**src/rtl/uart_rx.sv**
```systemverilog
// uart_rx: 8N1 serial receiver driven by the shared 16x baud strobe.
// Recovers one byte per frame into a holding register with ready,
// framing-error and sticky overrun flags for the host register interface.
`timescale 1ns/1ps

module uart_rx (
  input  logic       clk_i,
  input  logic       rst_i,
  input  logic       brg_stb_i,
  input  logic       rxd_i,
  input  logic       rd_i,
  output logic [7:0] dout_o,
  output logic       rdy_o,
  output logic       ferr_o,
  output logic       oerr_o,
  output logic       busy_o
);

  typedef enum logic [2:0] {
    IDLE  = 3'd0,
    START = 3'd1,
    DATA  = 3'd2,
    STOP  = 3'd3,
    BRK   = 3'd4
  } state_t;

  state_t     state_reg;
  logic       rx_meta_reg;
  logic       rx_s_reg;
  logic [3:0] tick_reg;
  logic [2:0] bitn_reg;
  logic [7:0] shift_reg;
  logic [7:0] dout_reg;
  logic       rdy_reg;
  logic       ferr_reg;
  logic       oerr_reg;
  logic       capture;

  // The stop bit is sampled on this strobe; the byte is handed over here.
  assign capture = (state_reg == STOP) && brg_stb_i && (tick_reg == 4'd15);

  // Two-flop synchronizer; resets to the idle (high) line level.
  always_ff @(posedge clk_i) begin
    if (rst_i) begin
      rx_meta_reg <= 1'b1;
      rx_s_reg    <= 1'b1;
    end else begin
      rx_meta_reg <= rxd_i;
      rx_s_reg    <= rx_meta_reg;
    end
  end

  // Frame FSM: start validation, mid-bit sampling, stop check, break hold-off.
  always_ff @(posedge clk_i) begin
    if (rst_i) begin
      state_reg <= IDLE;
      tick_reg  <= 4'd0;
      bitn_reg  <= 3'd0;
      shift_reg <= 8'h00;
    end else if (brg_stb_i) begin
      case (state_reg)
        IDLE: begin
          tick_reg <= 4'd0;
          if (!rx_s_reg) begin
            state_reg <= START;
          end
        end
        START: begin
          if (tick_reg == 4'd7) begin
            tick_reg <= 4'd0;
            if (!rx_s_reg) begin
              // Start bit still low at its centre: a real frame.
              state_reg <= DATA;
              bitn_reg  <= 3'd0;
            end else begin
              // Line went back high: treat as a glitch.
              state_reg <= IDLE;
            end
          end else begin
            tick_reg <= tick_reg + 4'd1;
          end
        end
        DATA: begin
          // Wraps 15 -> 0 so each sample is exactly 16 strobes apart.
          tick_reg <= tick_reg + 4'd1;
          if (tick_reg == 4'd15) begin
            shift_reg <= {rx_s_reg, shift_reg[7:1]};
            if (bitn_reg == 3'd7) begin
              state_reg <= STOP;
            end else begin
              bitn_reg <= bitn_reg + 3'd1;
            end
          end
        end
        STOP: begin
          tick_reg <= tick_reg + 4'd1;
          if (tick_reg == 4'd15) begin
            // A low stop bit means break or framing error: wait for idle.
            state_reg <= rx_s_reg ? IDLE : BRK;
          end
        end
        BRK: begin
          tick_reg <= 4'd0;
          if (rx_s_reg) begin
            state_reg <= IDLE;
          end
        end
        default: begin
          state_reg <= IDLE;
          tick_reg  <= 4'd0;
        end
      endcase
    end
  end

  // Holding register and flags; a capture takes priority over a read.
  always_ff @(posedge clk_i) begin
    if (rst_i) begin
      dout_reg <= 8'h00;
      rdy_reg  <= 1'b0;
      ferr_reg <= 1'b0;
      oerr_reg <= 1'b0;
    end else if (capture) begin
      dout_reg <= shift_reg;
      ferr_reg <= ~rx_s_reg;
      rdy_reg  <= 1'b1;
      if (rd_i) begin
        oerr_reg <= 1'b0;
      end else if (rdy_reg) begin
        oerr_reg <= 1'b1;
      end
    end else if (rd_i && rdy_reg) begin
      rdy_reg  <= 1'b0;
      ferr_reg <= 1'b0;
      oerr_reg <= 1'b0;
    end
  end

  assign dout_o = dout_reg;
  assign rdy_o  = rdy_reg;
  assign ferr_o = ferr_reg;
  assign oerr_o = oerr_reg;
  assign busy_o = (state_reg != IDLE);

endmodule

```
**config.mk**
```make
export PLATFORM = sky130hd
export DESIGN_NAME = uart_rx
export DESIGN_NICKNAME = d
export VERILOG_FILES = /design/src/rtl/uart_rx.sv
export SDC_FILE = /design/constraint.sdc
export NUM_CORES = 1
export LEC_CHECK = 0
export ABC_AREA = 1
export ABC_CLOCK_PERIOD_IN_PS = 1200
export CORE_UTILIZATION = 45
export DETAILED_ROUTE_END_ITERATION = 7
export PLACE_DENSITY_LB_ADDON = 0.15
export SYNTH_ARGS = -nofsm -noshare
export SYNTH_HDL_FRONTEND = slang
export SYNTH_SLANG_ARGS = --single-unit
```
**constraint.sdc**
```tcl
create_clock -name clk_i -period 1.2 [get_ports clk_i]
set_input_delay 0.24 -clock clk_i [delete_from_list [all_inputs] [get_ports clk_i]]
set_output_delay 0.24 -clock clk_i [all_outputs]
set_load 0.1 [all_outputs]
```
==> results.toml, run 1 <==
[drt]
ant_nets = 0
dr.pass1.iters = 4
routed_wl_um = 3690
wl_per_cell_um = 13.5
route.detailed.drc = 0
drt_iter0_markers = 50
num_vias = 1428
viasPerCell = 5.21

[critical_path]
worst-r2r-cell-count = 9
rr_endpoint = "dout_o[5]"
crit_end = "dout_o[5]"
arrival_ns = 1.65
crit_path_end_kind = "flip-flop"
r2r-start = "tick_reg[1]"
path_depth = 9
crit_type = "flip-flop to flip-flop"
start_kind = "flip-flop"
path_buf_inv = 3
crit_slowest_cell = "dfxtp_2"
crit_family = "simple AND/OR/NAND/NOR gates"
crit_chain = "ha_4 -> nand2_4 -> inv_4 -> nand3_4 -> nor2_4 -> buf_12 -> clkinv_2 -> nor2_1 -> nor2_1"
path_common_cell = "nor2_1"
cp_slowest_stage_delay_ns = 0.36
reg2reg_slack_ns = -0.22
crit_required_ns = 1.43
path_max_fanout = 5
crit_start = "tick_reg[1]"

[grt]
use_met3 = 0.0703
grt_use_met1 = 0.268
grt_pass1_vias = 1365
busiest_layer = "met2"
use_met2 = 0.387
grt_overflow = 0
grt_use_total = 0.233
antenna_found_initial = 0
grt_first_pass_wirelength_um = 5740
grt_max_degree = 23

[logic_synthesis]
yosysTopAreaCell = "dfxtp_1"
yosys_warnings = 0
synth_cell_type_count = 23
syn_inst = 190
syn_area_um2 = 1380
synth_area_leaders = "dfxtp_1 (45%), nor2_1 (13%), nand2_1 (7.6%), o21ai_0 (5.8%), nand3_1 (4.7%)"
syn_avg_cell_area_um2 = 7.26
syn_nets = 198
ys_seq_area_frac = 0.450
ys_ff_latch = 31
yosysTopAreaCellShare = 0.450

[pwr]
leakage_uw = 0.000990
comb_power_share = 0.103
p_clk_frac = 0.358
p_int_uw = 1470
p_per_area_nw_per_um2 = 839
sw_frac_of_total = 0.238
p_seq_frac = 0.539
ir_drop_v = 0.000878
finalPower_uw = 1920
power_switching_uw = 458

[placement]
dp_hpwl_um = 2260
gp_congestion = 0.799
dpl_cell_area_um2 = 1880
port-buffer-count = 16

[floorplanning]
die-area_um2 = 3290
io_pins = 17
die_h_um = 57.4
initial_core_util = 0.487
coreArea_um2 = 2830
num_rows = 19
die-width_um = 57.4

[timing]
fin_skew_ns = 0.00313
slew_headroom = 0.796
period_share = 1.18
fmaxAchievable_mhz = 706
setup_viol = 30
setup_ws_ns = -0.217
rsz0062_at_grt = "true"
tightest_slew_ns = 0.306
hold_viol = 0
period_needed_ns = 1.42
final_max_slew_viol_count = 0

[clock_network]
clk_path_buf_depth = 2
clock_latency_ns = 0.33
cts_tree = "built"
ctsRootBufferMaster = "clkbuf_4"
h-tree-depth = 2
clock-sinks = 31
clk_pin_slew_ns = 0.09
numCtsBuffers = 5
holdBufCountCts = 0

[final_layout]
nNetsFinal = 250
n_fill_cell = 171
regArea_um2 = 647
final_layout_size_suffix_gt1_frac = 0.547
synthToLayoutAreaGrowth_pct = 66.2
multi_input_area_um2 = 866
design_area_um2 = 2290
layout_common_cells = "nor2_1 (36), nand2_1 (22), buf_4 (22)"
diodes = 0
mostFrequentLayoutCell = "nor2_1"

[outcome]
status = "complete, but fails checks"
violations = "negative setup slack"

[flow_run]
max_cap_violations = 0

[min_path]
hold_class = "flip-flop to flip-flop"
==> power groups by stage <==
stage | clock, uW | combinational, uW | sequential [uW]
2_1_floorplan | 0 | 79.5 | 1070
3_3_place_gp | 0 | 151 | 1060
3_5_place_dp | 0 | 155 | 1060
4_1_cts | 708 | 177 | 1040
5_1_grt | 743 | 211 | 1040
6_report | 690 | 198 | 1040
==> metrics by stage <==
| step | worst slack (ns) | hold slack [ns] | instances | setup TNS (ns) | utilization |
|---|---|---|---|---|---|
| 6_report | -0.217 | 0.426 | 274 | -4.33 | 0.810 |
| 5_1_grt | -0.299 | 0.443 | 274 | -6.54 | 0.810 |
| 4_1_cts | -0.174 | 0.426 | 267 | -3.46 | 0.757 |
| 3_5_place_dp | -0.344 | 0.404 | 252 | -7.83 | 0.665 |
| 3_3_place_gp | -0.302 | 0.405 | 252 | -6.78 | 0.665 |
| 2_1_floorplan | -0.0730 | 0.329 | 190 | -0.242 | - |
==> cell families after synthesis <==
logic type / after synthesis / synth area share
simple gates: 106 / 0.341
flops: 31 / 0.450
compound gates: 29 / 0.111
buf+inv: 21 / 0.0708
fa+ha+maj: 3 / 0.0272
==> cell usage after synthesis (all sizes together) <==
master  number
a211oi       1
nor3         2
a21oi       10
inv         15
buf          4
ha           3
nor2        54
or2          2
nand4        3
nand2       31
clkbuf       2
dfxtp       31
o21ai       18
nand3       14
==> worst min path at each step <==
stage | startpoint | endpoint | slack [ns] | cells past startpoint
detailed placement | rx_meta_reg | rx_s_reg | 0.40 | 1
global placement | rx_meta_reg | rx_s_reg | 0.40 | 1
finish | rx_meta_reg | rx_s_reg | 0.43 | 1
CTS | rx_meta_reg | rx_s_reg | 0.43 | 1
floorplan | rd_i | rdy_o | 0.33 | 1
global route | rx_meta_reg | rx_s_reg | 0.44 | 1
==> routing by layer <==
metal	routed length, um	share of wire	up-vias
li1	-	-	712
met1	1490	0.40	677
met2	1970	0.53	29
met3	123	0.033	10
met4	103	0.028	0
met5	0	0	-
==> area by class of cell <==
class | count | share of cell area
multi-input cells | 138 | 0.378
clock buffers | 8 | 0.0300
inverters | 15 | 0.0300
flip-flops and latches | 31 | 0.282
repair buffers | 50 | 0.261
repair inverters | 1 | 0.00218
well taps | 31 | 0.0169
==> what timing repair did <==
| item | 4_1_cts | 5_1_grt |
|---|---|---|
| setup endpoints to repair | 28 | 30 |
| pin swaps | 22 | 21 |
| resized for setup | 46 | 27 |
| buffers inserted | 7 | 6 |
| gates cloned | 0 | 1 |
No activity file was read; power rests on OpenSTA's default activity.
==> inputs of run 2 (changes only) <==
--- a/config.mk
+++ b/config.mk
@@ -7,7 +7,7 @@
 export LEC_CHECK = 0
 export ABC_AREA = 1
 export ABC_CLOCK_PERIOD_IN_PS = 1200
-export CORE_UTILIZATION = 45
+export CORE_UTILIZATION = 35
 export DETAILED_ROUTE_END_ITERATION = 7
 export PLACE_DENSITY_LB_ADDON = 0.15
 export SYNTH_ARGS = -nofsm -noshare
==> run 2 against run 1 <==
Compared with the run above:
- the flow still finishes with violations (negative setup slack)
- first-iteration DRC count rose by 92%
- clock power rose by 16%
- setup slack improved by 0.081 ns
- clock skew rose by 0.0030 ns
- largest power group unchanged
==> results.toml, run 2 (synthesized netlist as in run 1, its figures left out) <==
[final_layout]
layout_common_cells = "nor2_1 (41), nand2_1 (24), buf_4 (20)"
mostFrequentLayoutCell = "nor2_1"
finalNonFillerCells = 282
nNetsFinal = 241
diodes = 0
synthToLayoutAreaGrowth_pct = 58.3
final_layout_size_suffix_gt1_frac = 0.466
n_fill_cell = 348

[floorplanning]
num_rows = 22
die-width_um = 64.8
initial_core_util = 0.371
die_h_um = 64.8
die-area_um2 = 4190
coreArea_um2 = 3720
io_pins = 17

[placement]
place_inst = 272
gp_congestion = 0.786
dp_hpwl_um = 2420
pre_cts_ws_ns = -0.301
port-buffer-count = 16

[grt]
grt_overflow = 0
grt_max_degree = 23
grt_use_total = 0.191
antenna_found_initial = 0
grt_first_pass_wirelength_um = 6060
grt_pass1_vias = 1406

[timing]
fmaxAchievable_mhz = 749
fin_skew_ns = 0.00612
setup_viol = 25
setup_ws_ns = -0.136
final_max_slew_viol_count = 0
fin_hold_ws_ns = 0.428
slew_headroom = 0.843
rsz0062_at_grt = "true"
period_needed_ns = 1.34
tightest_slew_ns = 0.236
period_share = 1.11
hold_viol = 0

[drt]
route.detailed.drc = 0
dr.pass1.iters = 4
ant_nets = 0
routed_wl_um = 3470
wl_per_cell_um = 12.3
num_vias = 1365
drt_iter0_markers = 96
viasPerCell = 4.84

[critical_path]
crit_path_end_kind = "primary output"
crit_type = "flip-flop to primary output"
worst-r2r-cell-count = 9
path_max_fanout = 4
start_kind = "flip-flop"
arrival_ns = 1.10
crit_required_ns = 0.96

[clock_network]
clk_path_buf_depth = 2
numCtsBuffers = 5
cts_tree = "built"
holdBufCountCts = 0
clock-sinks = 31
h-tree-depth = 2
ctsRootBufferMaster = "clkbuf_8"
clk_pin_slew_ns = 0.07
clock_latency_ns = 0.28

[pwr]
leakage_uw = 0.000947
p_per_area_nw_per_um2 = 923
finalPower_uw = 2020
ir_drop_v = 0.000678

[min_path]
hold_class = "flip-flop to flip-flop"
worstHoldPathCells = 1

[outcome]
status = "complete, but fails checks"
violations = "negative setup slack"

[flow_run]
max_cap_violations = 0
run 2: changes by cell type in the layout (fill, tap and decap cells not counted), sizes merged:
cell      previous run  this run
buf                 46        38
clkbuf               8         6
clkinv               2         1
clkinvlp             0         1
inv                 14        15
run 2: timing repair:
action                                  CTS  global route
endpoints found under the setup margin   28            29
pin swaps                                21             6
gates resized for setup                  43             9
setup buffers                             2             0
run 2: final timing paths:
path	start	endpoint	slack (ns)
max reg2reg	tick_reg[0]	oerr_o	-0.11
max	state_reg[0]	busy_o	-0.14
min reg2reg	rx_meta_reg	rx_s_reg	0.43
min	rx_meta_reg	rx_s_reg	0.43
run 2: final cells by class:
cell class	count	area (um2)	share of cell area
multi-input cells	138	821	0.376
flip-flops and latches	31	644	0.295
repair buffers	42	507	0.232
clock buffers	6	72.6	0.0332
inverters	15	66.3	0.0304
well taps	48	60.1	0.0275
clock inverters	2	12.5	0.00573
run 2: metal layers:
layer / GRT usage / routed length, um / vias up
li1: - / - / 696
met1: 0.191 / 1400 / 633
met2: 0.349 / 1880 / 24
met3: 0.0546 / 112 / 12
met4: 0.108 / 83 / 0
met5: 0 / 0 / -
run 2: stage by stage:
| step | util | area [um2] | setup TNS, ns |
|---|---|---|---|
| finish | 0.588 | 2180 | -2.20 |
| global route | 0.588 | 2180 | -4.61 |
| CTS | 0.578 | 2150 | -2.19 |
| detailed placement | 0.518 | 1930 | -7.26 |
| global placement | 0.518 | 1930 | -6.43 |
| floorplan | - | 1430 | -0.242 |
run 2: where the power goes:
part	switching, uW	total (uW)	internal [uW]
combinational	96.6	174	77.1
clock	395	800	405
sequential	6.81	1040	1040
run 2: worst max-delay path, cell delays in order (launching register included):
cell and delay, ns:
dfxtp_4 0.36, buf_6 0.12, nor2_4 0.09, nand2_2 0.07, buf_12 0.16
